$ cat src/rtl/soc_ram_arbiter_if.sv
// Signal bundle between the two RAM requesters, the SOC RAM macro and soc_ram_arbiter.
// The arbiter connects through the slave modport; requesters and the RAM model use master.
interface soc_ram_arbiter_if #(
    parameter int ADDRBIT = 16,
    parameter int DATABIT = 32
);
    logic                 enable;
    logic                 req0, req1;
    logic                 lock0, lock1;
    logic                 wen0, wen1;
    logic [ADDRBIT-1:0]   addr0, addr1;
    logic [DATABIT-1:0]   wdata0, wdata1;
    logic [DATABIT/8-1:0] be0, be1;
    logic                 gnt0, gnt1;
    logic                 rvalid0, rvalid1;
    logic [DATABIT-1:0]   rdata0, rdata1;
    logic                 err0, err1;
    logic [ADDRBIT-1:0]   ram_addr;
    logic [DATABIT-1:0]   ram_w_data;
    logic                 ram_w_en;
    logic [DATABIT/8-1:0] ram_byte_en;
    logic                 ram_bot_active;
    logic [DATABIT-1:0]   ram_r_data;

    modport slave (
        input  enable, req0, req1, lock0, lock1, wen0, wen1,
               addr0, addr1, wdata0, wdata1, be0, be1, ram_r_data,
        output gnt0, gnt1, rvalid0, rvalid1, rdata0, rdata1, err0, err1,
               ram_addr, ram_w_data, ram_w_en, ram_byte_en, ram_bot_active
    );

    modport master (
        output enable, req0, req1, lock0, lock1, wen0, wen1,
               addr0, addr1, wdata0, wdata1, be0, be1, ram_r_data,
        input  gnt0, gnt1, rvalid0, rvalid1, rdata0, rdata1, err0, err1,
               ram_addr, ram_w_data, ram_w_en, ram_byte_en, ram_bot_active
    );
endinterface

$ cat src/rtl/soc_ram_arbiter.sv
// Two-master round-robin arbiter with lock/timeout in front of the SOC RAM port.
// Optional address range checking is compiled in with SOC_RAM_ARB_RANGE_CHECK_EN.
module soc_ram_arbiter #(
    parameter int ADDRBIT    = 16,
    parameter int DATABIT    = 32,
    parameter int LOCK_MAX   = 15,
    parameter int BOTTOMADDR = 0,
    parameter int TOPADDR    = 65535
) (
    input  logic             clk,
    input  logic             rst,
    soc_ram_arbiter_if.slave bus
);
    localparam int                 BEBIT      = DATABIT / 8;
    localparam logic [3:0]         LOCK_MAX_C = 4'(LOCK_MAX);
    localparam logic [DATABIT-1:0] ERR_DATA_C = DATABIT'(32'hBAD0ADD5);

    if (LOCK_MAX > 15) begin : g_bad_lock_max
        $error("LOCK_MAX does not fit the 4-bit lock counter");
    end
    if (TOPADDR < BOTTOMADDR) begin : g_bad_range
        $error("TOPADDR is below BOTTOMADDR");
    end

    typedef enum logic [1:0] {
        ST_IDLE = 2'd0,
        ST_OWN0 = 2'd1,
        ST_OWN1 = 2'd2
    } state_t;

    state_t             state_r;
    logic               rr_ptr_r;
    logic [3:0]         lock_cnt_r;
    logic               rd0_r, rd1_r;
    logic               err0_r, err1_r;

    logic               go_s;
    logic               gnt0_s, gnt1_s, gnt_any_s, gsel_s;
    logic               glock_s, gwen_s, oor_s;
    logic [ADDRBIT-1:0] gaddr_s;
    logic [DATABIT-1:0] gdata_s;
    logic [BEBIT-1:0]   gbe_s;
    logic [DATABIT-1:0] rdata0_s, rdata1_s;

`ifdef SOC_RAM_ARB_RANGE_CHECK_EN
    function automatic logic addr_out_of_range(input logic [ADDRBIT-1:0] addr);
        int addr_v;
        addr_v = int'(addr);
        return (addr_v < BOTTOMADDR) || (addr_v > TOPADDR);
    endfunction
`endif

    assign go_s = bus.enable & ~rst;

    // Grant decision from ownership state, round-robin pointer and requests.
    always_comb begin
        gnt0_s = 1'b0;
        gnt1_s = 1'b0;
        if (go_s) begin
            case (state_r)
                ST_IDLE: begin
                    if (bus.req0 && bus.req1) begin
                        if (rr_ptr_r) begin
                            gnt1_s = 1'b1;
                        end else begin
                            gnt0_s = 1'b1;
                        end
                    end else begin
                        gnt0_s = bus.req0;
                        gnt1_s = bus.req1;
                    end
                end
                ST_OWN0: gnt0_s = bus.req0;
                ST_OWN1: gnt1_s = bus.req1;
                default: begin
                    gnt0_s = 1'b0;
                    gnt1_s = 1'b0;
                end
            endcase
        end else begin
            gnt0_s = 1'b0;
            gnt1_s = 1'b0;
        end
    end

    // Select the winning master's access fields for the shared RAM port.
    always_comb begin
        gnt_any_s = gnt0_s | gnt1_s;
        gsel_s    = gnt1_s;
        if (gnt1_s) begin
            glock_s = bus.lock1;
            gwen_s  = bus.wen1;
            gaddr_s = bus.addr1;
            gdata_s = bus.wdata1;
            gbe_s   = bus.be1;
        end else if (gnt0_s) begin
            glock_s = bus.lock0;
            gwen_s  = bus.wen0;
            gaddr_s = bus.addr0;
            gdata_s = bus.wdata0;
            gbe_s   = bus.be0;
        end else begin
            glock_s = 1'b0;
            gwen_s  = 1'b0;
            gaddr_s = bus.addr0;
            gdata_s = bus.wdata0;
            gbe_s   = {BEBIT{1'b0}};
        end
    end

`ifdef SOC_RAM_ARB_RANGE_CHECK_EN
    assign oor_s = gnt_any_s & addr_out_of_range(gaddr_s);
`else
    assign oor_s = 1'b0;
`endif

    // Ownership FSM: pointer flips after a contended grant, lock holds up to LOCK_MAX+1 grants.
    always_ff @(posedge clk) begin
        if (rst) begin
            state_r    <= ST_IDLE;
            rr_ptr_r   <= 1'b0;
            lock_cnt_r <= 4'd0;
        end else if (bus.enable) begin
            if ((state_r == ST_IDLE) && bus.req0 && bus.req1) begin
                rr_ptr_r <= ~gsel_s;
            end
            if (gnt_any_s && glock_s && (lock_cnt_r < LOCK_MAX_C)) begin
                state_r    <= gsel_s ? ST_OWN1 : ST_OWN0;
                lock_cnt_r <= lock_cnt_r + 4'd1;
            end else begin
                state_r    <= ST_IDLE;
                lock_cnt_r <= 4'd0;
                // A lock that ran out hands the next contended slot to the other master.
                if (gnt_any_s && glock_s) begin
                    rr_ptr_r <= ~gsel_s;
                end
            end
        end
    end

    // Read-return pipeline: remembers which master owns the data arriving next cycle.
    always_ff @(posedge clk) begin
        if (rst) begin
            rd0_r  <= 1'b0;
            rd1_r  <= 1'b0;
            err0_r <= 1'b0;
            err1_r <= 1'b0;
        end else begin
            rd0_r  <= gnt0_s & (~gwen_s | oor_s);
            rd1_r  <= gnt1_s & (~gwen_s | oor_s);
            err0_r <= gnt0_s & oor_s;
            err1_r <= gnt1_s & oor_s;
        end
    end

    // Steer RAM read data (or the error pattern) to the owning master only.
    always_comb begin
        rdata0_s = {DATABIT{1'b0}};
        rdata1_s = {DATABIT{1'b0}};
        if (rd0_r) begin
            rdata0_s = err0_r ? ERR_DATA_C : bus.ram_r_data;
        end else begin
            rdata0_s = {DATABIT{1'b0}};
        end
        if (rd1_r) begin
            rdata1_s = err1_r ? ERR_DATA_C : bus.ram_r_data;
        end else begin
            rdata1_s = {DATABIT{1'b0}};
        end
    end

    assign bus.gnt0           = gnt0_s;
    assign bus.gnt1           = gnt1_s;
    assign bus.rvalid0        = rd0_r;
    assign bus.rvalid1        = rd1_r;
    assign bus.err0           = err0_r;
    assign bus.err1           = err1_r;
    assign bus.rdata0         = rdata0_s;
    assign bus.rdata1         = rdata1_s;
    assign bus.ram_addr       = gaddr_s;
    assign bus.ram_w_data     = gdata_s;
    assign bus.ram_w_en       = gwen_s & ~oor_s;
    assign bus.ram_byte_en    = gbe_s;
    assign bus.ram_bot_active = go_s;
endmodule
$ cat src/flat_wrapper.sv
// flat-port wrapper written by rule: the top's interface ports become plain ports
module soc_ram_arbiter_flat 
#(
    parameter int ADDRBIT    = 16,
    parameter int DATABIT    = 32,
    parameter int LOCK_MAX   = 15,
    parameter int BOTTOMADDR = 0,
    parameter int TOPADDR    = 65535
)
  (clk, rst, bus_enable, bus_req0, bus_req1, bus_lock0, bus_lock1, bus_wen0, bus_wen1, bus_addr0, bus_addr1, bus_wdata0, bus_wdata1, bus_be0, bus_be1, bus_ram_r_data, bus_gnt0, bus_gnt1, bus_rvalid0, bus_rvalid1, bus_rdata0, bus_rdata1, bus_err0, bus_err1, bus_ram_addr, bus_ram_w_data, bus_ram_w_en, bus_ram_byte_en, bus_ram_bot_active);
  soc_ram_arbiter_if #(.ADDRBIT(ADDRBIT), .DATABIT(DATABIT)) bus_i ();
  input  logic clk;
  input  logic rst;
  input wire logic [$bits(bus_i.enable)-1:0] bus_enable;
  input wire logic [$bits(bus_i.req0)-1:0] bus_req0;
  input wire logic [$bits(bus_i.req1)-1:0] bus_req1;
  input wire logic [$bits(bus_i.lock0)-1:0] bus_lock0;
  input wire logic [$bits(bus_i.lock1)-1:0] bus_lock1;
  input wire logic [$bits(bus_i.wen0)-1:0] bus_wen0;
  input wire logic [$bits(bus_i.wen1)-1:0] bus_wen1;
  input wire logic [$bits(bus_i.addr0)-1:0] bus_addr0;
  input wire logic [$bits(bus_i.addr1)-1:0] bus_addr1;
  input wire logic [$bits(bus_i.wdata0)-1:0] bus_wdata0;
  input wire logic [$bits(bus_i.wdata1)-1:0] bus_wdata1;
  input wire logic [$bits(bus_i.be0)-1:0] bus_be0;
  input wire logic [$bits(bus_i.be1)-1:0] bus_be1;
  input wire logic [$bits(bus_i.ram_r_data)-1:0] bus_ram_r_data;
  output wire logic [$bits(bus_i.gnt0)-1:0] bus_gnt0;
  output wire logic [$bits(bus_i.gnt1)-1:0] bus_gnt1;
  output wire logic [$bits(bus_i.rvalid0)-1:0] bus_rvalid0;
  output wire logic [$bits(bus_i.rvalid1)-1:0] bus_rvalid1;
  output wire logic [$bits(bus_i.rdata0)-1:0] bus_rdata0;
  output wire logic [$bits(bus_i.rdata1)-1:0] bus_rdata1;
  output wire logic [$bits(bus_i.err0)-1:0] bus_err0;
  output wire logic [$bits(bus_i.err1)-1:0] bus_err1;
  output wire logic [$bits(bus_i.ram_addr)-1:0] bus_ram_addr;
  output wire logic [$bits(bus_i.ram_w_data)-1:0] bus_ram_w_data;
  output wire logic [$bits(bus_i.ram_w_en)-1:0] bus_ram_w_en;
  output wire logic [$bits(bus_i.ram_byte_en)-1:0] bus_ram_byte_en;
  output wire logic [$bits(bus_i.ram_bot_active)-1:0] bus_ram_bot_active;
  assign bus_i.enable = bus_enable;
  assign bus_i.req0 = bus_req0;
  assign bus_i.req1 = bus_req1;
  assign bus_i.lock0 = bus_lock0;
  assign bus_i.lock1 = bus_lock1;
  assign bus_i.wen0 = bus_wen0;
  assign bus_i.wen1 = bus_wen1;
  assign bus_i.addr0 = bus_addr0;
  assign bus_i.addr1 = bus_addr1;
  assign bus_i.wdata0 = bus_wdata0;
  assign bus_i.wdata1 = bus_wdata1;
  assign bus_i.be0 = bus_be0;
  assign bus_i.be1 = bus_be1;
  assign bus_i.ram_r_data = bus_ram_r_data;
  assign bus_gnt0 = bus_i.gnt0;
  assign bus_gnt1 = bus_i.gnt1;
  assign bus_rvalid0 = bus_i.rvalid0;
  assign bus_rvalid1 = bus_i.rvalid1;
  assign bus_rdata0 = bus_i.rdata0;
  assign bus_rdata1 = bus_i.rdata1;
  assign bus_err0 = bus_i.err0;
  assign bus_err1 = bus_i.err1;
  assign bus_ram_addr = bus_i.ram_addr;
  assign bus_ram_w_data = bus_i.ram_w_data;
  assign bus_ram_w_en = bus_i.ram_w_en;
  assign bus_ram_byte_en = bus_i.ram_byte_en;
  assign bus_ram_bot_active = bus_i.ram_bot_active;
  soc_ram_arbiter #(.ADDRBIT(ADDRBIT), .DATABIT(DATABIT), .LOCK_MAX(LOCK_MAX), .BOTTOMADDR(BOTTOMADDR), .TOPADDR(TOPADDR)) u_core (.clk(clk), .rst(rst), .bus(bus_i));
endmodule
$ cat config.mk
export PLATFORM = sky130hd
export DESIGN_NAME = soc_ram_arbiter_flat
export DESIGN_NICKNAME = d
export VERILOG_FILES = /design/src/rtl/soc_ram_arbiter_if.sv /design/src/rtl/soc_ram_arbiter.sv /design/src/flat_wrapper.sv
export SDC_FILE = /design/constraint.sdc
export NUM_CORES = 1
export LEC_CHECK = 0
export CAP_MARGIN = 20
export CORE_AREA = 5 5 100 102
export DETAILED_ROUTE_END_ITERATION = 7
export DIE_AREA = 0 0 105 107
export DONT_BUFFER_PORTS = 1
export PLACE_DENSITY_LB_ADDON = 0.3
export SETUP_SLACK_MARGIN = 0.15
export SLEW_MARGIN = 0
export SYNTH_ARGS = -nofsm -noshare
export SYNTH_HDL_FRONTEND = slang
export SYNTH_SLANG_ARGS = --single-unit
$ cat constraint.sdc
create_clock -name clk -period 3.1 [get_ports clk]
set_input_delay 0.93 -clock clk [delete_from_list [all_inputs] [get_ports clk]]
set_output_delay 0.93 -clock clk [all_outputs]
set_load 0.02 [all_outputs]
* Word-level counts from Yosys, hierarchy flattened
Cells that the tools add are included.
** Word-level totals
- Register bits after elaboration :: 9
- Input port bits :: 145
** Operators by class
- Add/sub/neg operators :: 1
- Order comparisons :: 1
- Equality and inequality tests :: 2
- Mux-type cells :: 24
- Bitwise operators :: 7
- Reduce and logical (&&, ||, !) cells :: 6
** Operator list (number)
- 32-bit two-way mux :: 3
- 16-bit two-way mux :: 1
- 1-bit two-way mux :: 13
- 4-bit two-way mux :: 3
- 1-bit logical AND :: 5
- 4-bit by 1-bit adder with 4-bit output, second input constant :: 1
- 4-bit less-than comparator, second input constant :: 1
- 2-bit two-way mux :: 2
- 1-bit case mux with 2 select lines :: 2
- 1-bit bitwise AND :: 3
- 1-bit NOT :: 3
- 2-bit by 1-bit equality test with 1-bit output, second input constant :: 1
- 2-bit equality test, second input constant :: 1
- 2-bit zero test :: 1
- 1-bit bitwise OR :: 1

* Logic depth before layout (Yosys ltp)
Gate-level depths: netlist of run 1.
- Word-level depth :: 9
- Gate-level depth with buffers :: 8
- Depth with buffers taken out :: 5

* Worst setup path after synthesis of run 1
Ideal clock, no wire load.
- Path type :: input -> output
- Start point :: input rst
- End point :: output bus_ram_w_data[22]
- Arrival :: 2173 ps
- Required time :: 2170 ps
- Slack :: -3 ps
- Cell stages on the path :: 8
- Path through :: clkbuf_1 > nor2b_2 > nand3_4 > inv_2 > buf_6 > buf_4 > nand2_1 > nand2_1
** On the way
- Longest elaborated chain between the ends :: 4
** RTL lines
- from (decl) :: line flat_wrapper.sv:13 : input logic rst;
- 1-bit NOT :: line soc_ram_arbiter.sv:53 : assign go_s = bus.enable & ~rst;
- 1-bit bitwise AND :: line soc_ram_arbiter.sv:53
- named net bus_ram_bot_active :: line flat_wrapper.sv:40 : output wire logic [$bits(bus_i.ram_bot_active)-1:0] bus_ram_bot_active;
- 1-bit two-way mux :: line soc_ram_arbiter.sv:59 : if (go_s) begin
- named net bus_gnt1 :: line flat_wrapper.sv:29 : output wire logic [$bits(bus_i.gnt1)-1:0] bus_gnt1;
- 32-bit two-way mux :: line soc_ram_arbiter.sv:90 : if (gnt1_s) begin
- to (decl) :: line flat_wrapper.sv:37 : output wire logic [$bits(bus_i.ram_w_data)-1:0] bus_ram_w_data;
The timed path passes the listed nets, and every way through them passes these cells.

* Final worst setup path of run 1
- Start point :: input bus_req0
- End point :: output bus_ram_byte_en[2]
** On the way
- Longest elaborated chain between the ends :: 6
- Elaborated cells on any way between the ends :: 9
** RTL lines
- from (decl) :: line flat_wrapper.sv:15 : input wire logic [$bits(bus_i.req0)-1:0] bus_req0;
- 1-bit logical AND :: line soc_ram_arbiter.sv:62 : if (bus.req0 && bus.req1) begin
- 1-bit two-way mux :: line soc_ram_arbiter.sv:62
- 1-bit case mux with 2 select lines :: line soc_ram_arbiter.sv:60 : case (state_r)
- 1-bit two-way mux :: line soc_ram_arbiter.sv:59
- 4-bit two-way mux :: line soc_ram_arbiter.sv:96 : end else if (gnt0_s) begin
- 4-bit two-way mux * :: line soc_ram_arbiter.sv:90
- to (decl) :: line flat_wrapper.sv:39 : output wire logic [$bits(bus_i.ram_byte_en)-1:0] bus_ram_byte_en;
Mark *: on every way between the ends. The rest lies on a longest branch, timed or not.

==> parameters.txt, run 1 <==
Parameter                              Value

Status
  Status ... finished, final reports clean

Floorplan
  Number of placed I/O pins ... 269
  Std-Cell Rows ... 35
  Die height ... 107 um
  Core region area ... 9021 um^2
  Initial Utilization ... 0.1764
  Die Footprint ... 11,240 um^2
  Horiz. Die Dim ... 105 um

Placement
  Placed Cells ... 388
  Post-placement setup slack ... 140.0 ps
  HPWL reported at the end of detailed placement ... 6312 um
  Area after detailed placement ... 1718 um^2
  GP Congestion ... 0.7109
  Number of port buffers ... 0

Synth
  Count of flip-flops with a built-in enable after synthesis ... 0
  Area share of the largest cell type after synthesis ... 0.3585
  Most numerous cell in the Yosys netlist ... nand2_1
  Leading register cell type out of synthesis ... dfxtp_1
  Sequential-to-total area share from yosys stat ... 0.1132
  Syn Std Cell Area ... 1592 um^2
  Fraction of synthesis flops using an asynchronous set or reset pin ... 0
  Cell taking the most area after synthesis ... nand2_1
  Largest cells by area after synthesis ... nand2_1 36%, and2_1 25%, dfxtp_1 11%, buf_4 3.3%, clkbuf_1 2.4%
  Mean post-synth cell area ... 5.469 um^2
  Post-synthesis register bit count ... 9
  Top cells by instance count after synthesis ... 152 x nand2_1, 64 x and2_1, 10 x clkbuf_1
  Count of unique library cells instantiated by Yosys ... 32
  Cell count after synthesis ... 291
  Synthesis warning total ... 0

Clock tree
  Longest Clk Path Bufs ... 2
  TritonCTS clock tree ... built
  Total clock buffers created by CTS ... 3
  Number of sinks on the clock net ... 9
  Level count of the clock H-tree ... 1
  Clock tree root buffer cell ... clkbuf_8
  Clock latency at the later pin of the worst-skew pair ... 240 ps
  Clock-pin slew on the worst setup and hold paths ... 40 ps
  Hold-fix buffers at CTS ... 0

STA
  Relative slew slack ... 0.4391
  Worst clock skew ... 7.395 ps
  Worst hold slack across all endpoints ... 477.9 ps
  Max frequency ... 344.5 MHz
  Setup repair after global routing missed its margin ... false
  Clock period minus worst slack ... 2902 ps
  Number of endpoints failing setup at the final stage ... 0
  Smallest setup slack after layout ... 197.6 ps
  Number of hold violations in the final report ... 0
  Slew of the pin with the lowest slew margin ... 840.1 ps
  Final sum of negative setup slack ... 0 ps
  Slew Viols, Final ... 0
  Part of the cycle the worst path needs ... 0.9363

Layout
  Sequential cell area ... 180.2 um^2
  Fin cells ... 395
  Total of fill cells in the finished design ... 1,004
  Layout cells sized above 1 ... 0.1303
  Nets@finish ... 431
  Area delta synth->final ... 17.45%
  Diodes inserted ... 0
  Multi-input gate area ... 1359 um^2
  Post-route standard cell area excluding fillers ... 1869 um^2

Min path
  Depth of the worst hold-timing path ... 2
  Worst min-delay path class ... register to register

Routing
  Routed via count ... 1,916
  Post-route DRC violation count ... 0
  Vias per inst ... 4.851
  Drt first-iter violations ... 154
  Average wire per standard cell ... 19.44 um
  Drt first pass iters ... 4
  DRT Wirelength ... 7677 um
  Antenna violation net count after detailed routing ... 0

Power and ir drop
  Sequential fraction of design power ... 0.263
  Pwr/cell area ... 256.3 nW/um^2
  Share of total power in the clock network ... 0.292
  Switching power summed over all nets ... 212.7 uW
  Switching part of the total power ... 0.4438
  Internal power summed over all cells ... 266.5 uW
  Peak supply drop ... 126.4 uV
  Static leakage power ... 0.9209 nW
  Part of the total power dissipated in combinational logic ... 0.445

GRT
  Overall fraction of global-route tracks in use ... 0.1104
  Wire length of the first global-routing pass ... 9991 um
  Antenna violations before repair ... 0
  Maximum number of pins on one net before global-route repair ... 57
  Via count of the first global-routing pass ... 1,816
  Overflow left after global routing ... 0

Worst setup path
  Critical-path top delay cell ... or3b_4
  Launching element type of the critical path ... input pin
  Data required time at the worst endpoint ... 2170 ps
  CP delay by family, top ... simple AND/OR/NAND/NOR gates
  Critical path arrival ... 1970 ps
  Setup CP Type ... input pin to output pin
  Largest driver fanout on the critical path ... 28
  Worst path max stage delay ... 390 ps
  Number of stages on the worst setup path ... 5
  CP endpoint kind ... output pin
  Length in cells of the worst reg-to-reg path ... 6
  Sum of buffers and inverters on the critical path ... 2
  Crit-path cells ... or3b_4 -> nand3_4 -> inv_2 -> buf_12 -> a22o_4

Job
  Max-cap violations ... 0
-- area by class of cell --
cell class	count	share of cell area
Clock buffer	4	0.02410
Tap cell	111	0.07430
Sequential cell	9	0.09639
Timing Repair Buffer	10	0.07229
Inverter	3	0.006024
Multi-Input combinational cell	258	0.7269
-- timing repair --
item,CTS,global route
gates resized for setup,2,10
pin swaps,0,1
buffers inserted,0,1
cloned,0,2
endpoints found under the setup margin,4,54
-- power groups by stage --
stage          clock network [mW]  logic, mW  registers [mW]
2_1_floorplan                   0      0.187           0.125
6_report                    0.140      0.213           0.126
4_1_cts                     0.141      0.204           0.126
3_3_place_gp                    0      0.202           0.128
3_5_place_dp                    0      0.203           0.128
5_1_grt                     0.149      0.232           0.128
-- state kept, by name, indices dropped and copies added, names as in the netlist --
name and cells:
u_core.lock_cnt_r 4, u_core.state_r 2, u_core.bus.rvalid1 1, u_core.rr_ptr_r 1, u_core.bus.rvalid0 1
-- cell usage in the layout (no fill, tap or decap) --
cell type / count
a21oi_1: 4
and3b_1: 1
nand3_1: 4
nand2_2: 13
and3_1: 1
nand4_1: 3
nand3b_1: 2
clkbuf_16: 2
nor2b_1: 1
clkbuf_8: 3
a32o_1: 1
conb_1: 2
nor2_1: 3
o32ai_2: 1
inv_2: 1
a21o_1: 1
or3b_4: 1
and3_2: 1
buf_12: 2
a21boi_0: 1
and2_1: 64
inv_1: 2
a22o_4: 4
dfxtp_1: 9
nor2b_2: 1
clkbuf_1: 1
a32oi_1: 1
a31oi_1: 2
a311o_1: 1
o211a_1: 1
nand3_4: 1
nand4b_1: 2
nor2b_4: 1
buf_4: 6
nand2_1: 139
ha_1: 1
-- kinds of logic after synthesis --
logic type,count (synthesis),synth area share
adder cells (fa/ha/maj),1,0.007860
AND/OR/NAND/NOR,238,0.7068
buffers and inverters,25,0.08334
flip-flops,9,0.1132
AO/OA/AOI/OAI,17,0.08648
other,1,0.002356
-- routing by layer --
layer  vias up  share of wire  GRT usage
met1       851           0.35     0.1268
met4         0        0.00091    0.02466
met2       175           0.53     0.2041
met3         2           0.12    0.02830
li1        888              -          -
met5         -              0          0
-- final timing paths --
| kind | from | endpoint | slack [ps] |
|---|---|---|---|
| max | bus_req0 | bus_ram_byte_en[2] | 200 |
| min | u_core.lock_cnt_r[1]$_SDFFE_PP0P_ | u_core.lock_cnt_r[1]$_SDFFE_PP0P_ | 480 |
| max reg2reg | u_core.state_r[1]$_SDFFE_PP0P_ | u_core.rr_ptr_r$_SDFFE_PP0P_ | 1440 |
| min reg2reg | u_core.lock_cnt_r[1]$_SDFFE_PP0P_ | u_core.lock_cnt_r[1]$_SDFFE_PP0P_ | 480 |
-- metrics by stage --
stage	power, mW	utilization
finish	0.4792	0.2072
CTS	0.4708	0.1964
detailed placement	0.3310	0.1904
global placement	0.3301	0.1904
global route	0.5088	0.2072
floorplan	0.3116	-
-- worst reg2reg max path: cells and delay by family (launching register included) --
| kind | cells | cell delay (ps) |
|---|---|---|
| buffers and inverters | 2 | 280 |
| flip-flops | 1 | 330 |
| AO/OA/AOI/OAI | 2 | 430 |
| AND/OR/NAND/NOR | 2 | 550 |
(Power assumes the default switching activity.)
==> inputs of run 2 (changes only) <==
--- a/config.mk
+++ b/config.mk
@@ -6,9 +6,9 @@
 export NUM_CORES = 1
 export LEC_CHECK = 0
 export CAP_MARGIN = 20
-export CORE_AREA = 5 5 100 102
+export CORE_AREA = 8 8 98 100
 export DETAILED_ROUTE_END_ITERATION = 7
-export DIE_AREA = 0 0 105 107
+export DIE_AREA = 0 0 106 108
 export DONT_BUFFER_PORTS = 1
 export PLACE_DENSITY_LB_ADDON = 0.3
 export SETUP_SLACK_MARGIN = 0.15
==> parameters.txt, run 2 (synthesized netlist as in run 1, its figures left out) <==
Parameter                              Value

Clock tree
  Setup Fix Bufs, Post-CTS ... 0 (unchanged)
  Hold-fix buffers at CTS ... 0 (unchanged)
  Total clock buffers created by CTS ... 3 (unchanged)
  Number of sinks on the clock net ... 9 (unchanged)
  Longest Clk Path Bufs ... 2 (unchanged)
  TritonCTS clock tree ... built (unchanged)
  Clock tree root buffer cell ... clkbuf_8 (unchanged)
  Level count of the clock H-tree ... 1 (unchanged)
  Clock-pin slew on the worst setup and hold paths ... 40 ps (about the same)
  Clock latency at the later pin of the worst-skew pair ... 240 ps (about the same)

Power and ir drop
  Internal power summed over all cells ... 261.0 uW (was 266.5 uW)
  Part of the total power dissipated in combinational logic ... 0.439 (was 0.445)
  Switching part of the total power ... 0.4475 (was 0.4438)
  Share of total power in the clock network ... 0.295 (was 0.292)
  Pwr/cell area ... 264.6 nW/um^2 (was 256.3 nW/um^2)
  Static leakage power ... 0.8828 nW (was 0.9209 nW)
  Switching power summed over all nets ... 211.4 uW (was 212.7 uW)
  Peak supply drop ... 161.2 uV (was 126.4 uV)
  Sequential fraction of design power ... 0.266 (was 0.263)

Floorplan
  Initial Utilization ... 0.1977 (was 0.1764)
  Die Footprint ... 11,450 um^2 (was 11,240 um^2)
  Horiz. Die Dim ... 106 um (was 105 um)
  Std-Cell Rows ... 33 (was 35)
  Die height ... 108 um (was 107 um)
  Number of placed I/O pins ... 269 (unchanged)
  Core region area ... 8051 um^2 (was 9021 um^2)

Min path
  Critical hold path startpoint ... u_core.lock_cnt_r[1]$_SDFFE_PP0P_ (unchanged)
  Hold path endpoint ... u_core.lock_cnt_r[1]$_SDFFE_PP0P_ (unchanged)
  Worst min-delay path class ... register to register (unchanged)
  Depth of the worst hold-timing path ... 2 (unchanged)

Layout
  Register ranked first by flip-flop count ... u_core.lock_cnt_r (unchanged)
  Number of flip-flops under the largest register name ... 4 (unchanged)
  Commonest non-fill, non-tap cell in the layout ... nand2_1 (unchanged)
  Area delta synth->final ... 12.19% (was 17.45%)
  Fin cells ... 389 (was 395)
  Registers with the most flip-flops ... u_core.lock_cnt_r x4, u_core.state_r x2 (unchanged)
  Diodes inserted ... 0 (unchanged)
  Nets@finish ... 431 (unchanged)
  Layout cells sized above 1 ... 0.09859 (was 0.1303)
  Highest-count cells in the layout ignoring fill and taps ... 143 x nand2_1, 64 x and2_1, 9 x nand2_2, 9 x dfxtp_1, 8 x buf_4 (was 139 x nand2_1, 64 x and2_1, 13 x nand2_2)

Worst setup path
  Critical path arrival ... 1970 ps (about the same)
  CP endpoint kind ... output pin (unchanged)
  Largest driver fanout on the critical path ... 26 (was 28)
  R2R Setup Slk ... 1410 ps (was 1440 ps)
  Worst reg2reg endpoint ... u_core.rr_ptr_r$_SDFFE_PP0P_ (unchanged)
  Launching element type of the critical path ... input pin (unchanged)
  Startpoint of the worst register-to-register path ... u_core.state_r[1]$_SDFFE_PP0P_ (unchanged)
  Setup CP Type ... input pin to output pin (unchanged)
  Data required time at the worst endpoint ... 2170 ps (about the same)
  Length in cells of the worst reg-to-reg path ... 6 (unchanged)

Routing
  Drt first-iter violations ... 224 (was 154)
  Average wire per standard cell ... 19.23 um (was 19.44 um)
  Antenna violation net count after detailed routing ... 0 (unchanged)
  Drt first pass iters ... 4 (unchanged)
  Vias per inst ... 4.807 (was 4.851)
  Routed via count ... 1,870 (was 1,916)
  DRT Wirelength ... 7482 um (was 7677 um)
  Post-route DRC violation count ... 0 (unchanged)

GRT
  Maximum number of pins on one net before global-route repair ... 40 (was 57)
  Antenna violations before repair ... 0 (unchanged)
  Overflow left after global routing ... 0 (unchanged)
  Via count of the first global-routing pass ... 1,740 (was 1,816)
  Wire length of the first global-routing pass ... 10,120 um (was 9991 um)
  Overall fraction of global-route tracks in use ... 0.1069 (was 0.1104)

STA
  Max frequency ... 345.2 MHz (was 344.5 MHz)
  Clock period minus worst slack ... 2897 ps (was 2902 ps)
  Part of the cycle the worst path needs ... 0.9344 (was 0.9363)
  Slew of the pin with the lowest slew margin ... 752.4 ps (was 840.1 ps)
  Number of endpoints failing setup at the final stage ... 0 (unchanged)
  Worst clock skew ... 5.202 ps (was 7.395 ps)
  Number of hold violations in the final report ... 0 (unchanged)
  Final sum of negative setup slack ... 0 ps (unchanged)
  Slew Viols, Final ... 0 (unchanged)
  Setup repair after global routing missed its margin ... false (unchanged)
  Relative slew slack ... 0.4977 (was 0.4391)

Placement
  GP Congestion ... 0.7797 (was 0.7109)
  HPWL reported at the end of detailed placement ... 6698 um (was 6312 um)
  Placed Cells ... 385 (was 388)
  Number of port buffers ... 0 (unchanged)

Status
  Status ... finished, final reports clean (unchanged)

Job
  Max-cap violations ... 0 (unchanged)
## run 2: cell count changes in the layout (fill, tap and decap cells not counted)
cell | previous run | this run
a22o_1 | 0 | 4
a22o_4 | 4 | 0
nand2_1 | 139 | 143
nand2_2 | 13 | 9
buf_4 | 6 | 8
clkbuf_16 | 2 | 0
and3_1 | 1 | 2
and3_2 | 1 | 0
inv_2 | 1 | 0
inv_6 | 0 | 1
## run 2: what timing repair did
action                     in CTS  in global routing
pin swaps                       0                  0
gates resized for setup         2                  4
setup endpoints to repair      49                 34
## run 2: layout make-up
class / count / area [um^2]
sequential: 9 / 180.2
clock buffer: 4 / 45.04
fill: 911 / 6266
timing repair buffer: 10 / 100.1
tap: 105 / 131.4
multi-input combinational: 258 / 1313
inverter: 3 / 16.27
## run 2: power by group through the flow
stage	Combinational [mW]	Sequential (mW)	Clock [mW]
5_1_grt	0.222	0.127	0.153
2_1_floorplan	0.187	0.125	0
3_3_place_gp	0.207	0.127	0
6_report	0.207	0.126	0.140
4_1_cts	0.208	0.125	0.145
3_5_place_dp	0.207	0.128	0
## run 2: worst max-delay path: stages
cell	delay, ps
or3b_4	390
nand3_4	130
inv_6	100
buf_4	190
nand2_1	80
nand2_1	140
## run 2: per-stage QoR
stage / util / hold slack (ps) / setup WS, ps / total power, mW / cell area (um^2)
after floorplan: - / 462.3 / 158.4 / 0.3116 / 1624
after CTS: 0.2200 / 483.2 / 152.4 / 0.4791 / 1772
after global placement: 0.2137 / 471.3 / 70.63 / 0.3345 / 1720
final: 0.2218 / 481.2 / 203.4 / 0.4724 / 1785
after global routing: 0.2218 / 511.0 / 156.1 / 0.5021 / 1785
after detailed placement: 0.2137 / 475.7 / 26.51 / 0.3350 / 1720
## run 2: routing by layer
metal / up-vias / GRT usage / wire (um)
li1: 888 / - / -
met3: 4 / 0.04402 / 942
met1: 822 / 0.1123 / 2562
met2: 156 / 0.2020 / 3955
met5: - / 0 / 0
met4: 0 / 0.009045 / 21
## run 2: worst max path at each step
stage,startpoint,to,slack (ps),cells after the start
after CTS,bus_req1,bus_ram_addr[2],150,6
after global placement,bus_req1,bus_ram_addr[2],70,6
after global routing,bus_req0,bus_ram_w_en,160,6
after detailed placement,bus_req1,bus_ram_addr[2],30,6
final,bus_req0,bus_ram_addr[4],200,6
after floorplan,bus_enable,bus_ram_w_data[22],160,8
==> inputs of run 3 (changes only) <==
--- a/config.mk
+++ b/config.mk
@@ -16,3 +16,4 @@
 export SYNTH_ARGS = -nofsm -noshare
 export SYNTH_HDL_FRONTEND = slang
 export SYNTH_SLANG_ARGS = --single-unit
+export TNS_END_PERCENT = 1
==> parameters.txt, run 3 (synthesized netlist as in run 1, its figures left out) <==
Parameter                              Value

GRT
  Wire length of the first global-routing pass ... 10,120 um (unchanged)
  Maximum number of pins on one net before global-route repair ... 40 (unchanged)
  Overflow left after global routing ... 0 (unchanged)
  Antenna violations before repair ... 0 (unchanged)
  Via count of the first global-routing pass ... 1,740 (unchanged)
  Overall fraction of global-route tracks in use ... 0.1069 (unchanged)

Job
  Max-cap violations ... 0 (unchanged)

Routing
  Antenna violation net count after detailed routing ... 0 (unchanged)
  Post-route DRC violation count ... 0 (unchanged)
  Vias per inst ... 4.815 (was 4.807)
  DRT Wirelength ... 7480 um (was 7482 um)
  Routed via count ... 1,873 (was 1,870)
  Drt first-iter violations ... 225 (was 224)
  Drt first pass iters ... 4 (unchanged)
  Average wire per standard cell ... 19.23 um (about the same)

STA
  Worst clock skew ... 5.202 ps (unchanged)
  Max frequency ... 344.2 MHz (was 345.2 MHz)
  Slew Viols, Final ... 0 (unchanged)
  Slew of the pin with the lowest slew margin ... 752.4 ps (unchanged)
  Clock period minus worst slack ... 2905 ps (was 2897 ps)
  Number of endpoints failing setup at the final stage ... 0 (unchanged)
  Part of the cycle the worst path needs ... 0.9371 (was 0.9344)
  Number of hold violations in the final report ... 0 (unchanged)
  Setup repair after global routing missed its margin ... true (was false)
  Relative slew slack ... 0.4977 (unchanged)
  Final sum of negative setup slack ... 0 ps (unchanged)
  Worst hold slack across all endpoints ... 480.6 ps (was 481.2 ps)

Worst setup path
  CP endpoint kind ... output pin (unchanged)
  Largest driver fanout on the critical path ... 39 (was 26)
  Start point of the critical path ... bus_req0 (unchanged)
  Worst reg2reg endpoint ... u_core.rr_ptr_r$_SDFFE_PP0P_ (unchanged)
  Setup CP Type ... input pin to output pin (unchanged)
  Critical path arrival ... 1980 ps (was 1970 ps)
  Length in cells of the worst reg-to-reg path ... 6 (unchanged)
  Worst path max stage delay ... 390 ps (about the same)
  Critical-path top delay cell ... or3b_4 (unchanged)
  Crit-path cells ... or3b_4 -> nand3_4 -> buf_8 -> nand2_1 -> nand2_1 (was or3b_4 -> nand3_4 -> inv_6 -> buf_4 -> nand2_1 -> nand2_1)
  Startpoint of the worst register-to-register path ... u_core.state_r[1]$_SDFFE_PP0P_ (unchanged)
  Crit path top cell by count ... nand2_1 (unchanged)
  Launching element type of the critical path ... input pin (unchanged)
  R2R Setup Slk ... 1420 ps (was 1410 ps)
  Timing endpoint of the critical path ... bus_ram_addr[12] (was bus_ram_addr[4])
  Data required time at the worst endpoint ... 2170 ps (about the same)

Layout
  Register ranked first by flip-flop count ... u_core.lock_cnt_r (unchanged)
  Diodes inserted ... 0 (unchanged)
  Post-route standard cell area excluding fillers ... 1780 um^2 (was 1785 um^2)
  Multi-input gate area ... 1313 um^2 (unchanged)
  Commonest non-fill, non-tap cell in the layout ... nand2_1 (unchanged)
  Number of flip-flops under the largest register name ... 4 (unchanged)
  Nets@finish ... 431 (unchanged)
  Sequential cell area ... 180.2 um^2 (unchanged)
  Highest-count cells in the layout ignoring fill and taps ... 143 x nand2_1, 64 x and2_1, 9 x nand2_2, 9 x dfxtp_1, 8 x buf_4 (unchanged)
  Area delta synth->final ... 11.87% (was 12.19%)
  Layout cells sized above 1 ... 0.09859 (unchanged)
  Registers with the most flip-flops ... u_core.lock_cnt_r x4, u_core.state_r x2 (unchanged)
  Total of fill cells in the finished design ... 912 (was 911)

Floorplan
  Die height ... 108 um (unchanged)
  Initial Utilization ... 0.1977 (unchanged)
  Horiz. Die Dim ... 106 um (unchanged)
  Core region area ... 8051 um^2 (unchanged)
  Std-Cell Rows ... 33 (unchanged)
  Number of placed I/O pins ... 269 (unchanged)
  Die Footprint ... 11,450 um^2 (unchanged)

Power and ir drop
  Pwr/cell area ... 265.0 nW/um^2 (was 264.6 nW/um^2)
  Peak supply drop ... 161.2 uV (about the same)
  Part of the total power dissipated in combinational logic ... 0.438 (was 0.439)
  Share of total power in the clock network ... 0.296 (was 0.295)
  Switching power summed over all nets ... 211.3 uW (was 211.4 uW)
  Internal power summed over all cells ... 260.5 uW (was 261.0 uW)
  Static leakage power ... 0.8799 nW (was 0.8828 nW)
  Sequential fraction of design power ... 0.266 (about the same)
  Switching part of the total power ... 0.4479 (was 0.4475)

Placement
  Area after detailed placement ... 1720 um^2 (unchanged)
  HPWL reported at the end of detailed placement ... 6698 um (unchanged)
  GP Congestion ... 0.7797 (unchanged)
  Number of port buffers ... 0 (unchanged)

Min path
  Worst min-delay path class ... register to register (unchanged)
  Depth of the worst hold-timing path ... 2 (unchanged)

Clock tree
  Longest Clk Path Bufs ... 2 (unchanged)
  Level count of the clock H-tree ... 1 (unchanged)
  Total clock buffers created by CTS ... 3 (unchanged)
  Setup Fix Bufs, Post-CTS ... 0 (unchanged)
  Clock latency at the later pin of the worst-skew pair ... 240 ps (about the same)
  Number of sinks on the clock net ... 9 (unchanged)
  Clock-pin slew on the worst setup and hold paths ... 40 ps (about the same)
  TritonCTS clock tree ... built (unchanged)
  Clock tree root buffer cell ... clkbuf_8 (unchanged)

Status
  Status ... finished, final reports clean (unchanged)
run 3: cell count changes in the layout (fill, tap and decap cells not counted):
| cell | before | now |
|---|---|---|
| buf_8 | 0 | 1 |
| buf_12 | 2 | 1 |
run 3: worst max-delay path, delay by kind of cell:
family / cells / cell delay (ps)
buffers and inverters: 1 / 230
AND/OR/NAND/NOR: 4 / 800
run 3: worst min-delay path by stage:
stage | from | end
after global routing | u_core.lock_cnt_r[1]$_SDFFE_PP0P_ | u_core.lock_cnt_r[1]$_SDFFE_PP0P_
final | u_core.lock_cnt_r[1]$_SDFFE_PP0P_ | u_core.lock_cnt_r[1]$_SDFFE_PP0P_
after global placement | u_core.lock_cnt_r[1]$_SDFFE_PP0P_ | u_core.lock_cnt_r[1]$_SDFFE_PP0P_
after CTS | u_core.lock_cnt_r[1]$_SDFFE_PP0P_ | u_core.lock_cnt_r[1]$_SDFFE_PP0P_
after floorplan | u_core.state_r[0]$_SDFFE_PP0P_ | u_core.state_r[0]$_SDFFE_PP0P_
after detailed placement | u_core.lock_cnt_r[1]$_SDFFE_PP0P_ | u_core.lock_cnt_r[1]$_SDFFE_PP0P_
run 3: what timing repair did:
action | CTS | global route
setup endpoints to repair | 49 | 49
gates resized for setup | 1 | 4
hold buffers | 0 | 0
pin swaps | 0 | 0
run 3: layer usage:
layer,up-vias,part of all wire,track usage
li1,888,-,-
met1,827,0.34,0.1123
met2,154,0.53,0.2020
met3,4,0.13,0.04402
met4,0,0.0028,0.009045
met5,-,0,0
run 3: final cells by class:
type | count | share of cell area
Multi-Input combinational cell | 258 | 0.7372
Sequential cell | 9 | 0.1012
Clock buffer | 4 | 0.02530
Tap cell | 105 | 0.07379
Timing Repair Buffer | 10 | 0.05341
Inverter | 3 | 0.009136
run 3: power by group through the flow:
stage               registers (mW)  logic (mW)  clock network (mW)
finish                       0.126       0.207               0.140
global placement             0.127       0.207                   0
floorplan                    0.125       0.187                   0
global route                 0.127       0.221               0.153
CTS                          0.125       0.208               0.145
detailed placement           0.128       0.207                   0
run 3: metrics by stage:
| stage | util | power [mW] | cells | setup WS (ps) |
|---|---|---|---|---|
| final | 0.2211 | 0.4717 | 389 | 194.9 |
| after global routing | 0.2211 | 0.5015 | 389 | 146.9 |
| after CTS | 0.2196 | 0.4787 | 389 | 84.23 |
| after detailed placement | 0.2137 | 0.3350 | 385 | 26.51 |
| after global placement | 0.2137 | 0.3345 | 385 | 70.63 |
| after floorplan | - | 0.3116 | 292 | 158.4 |
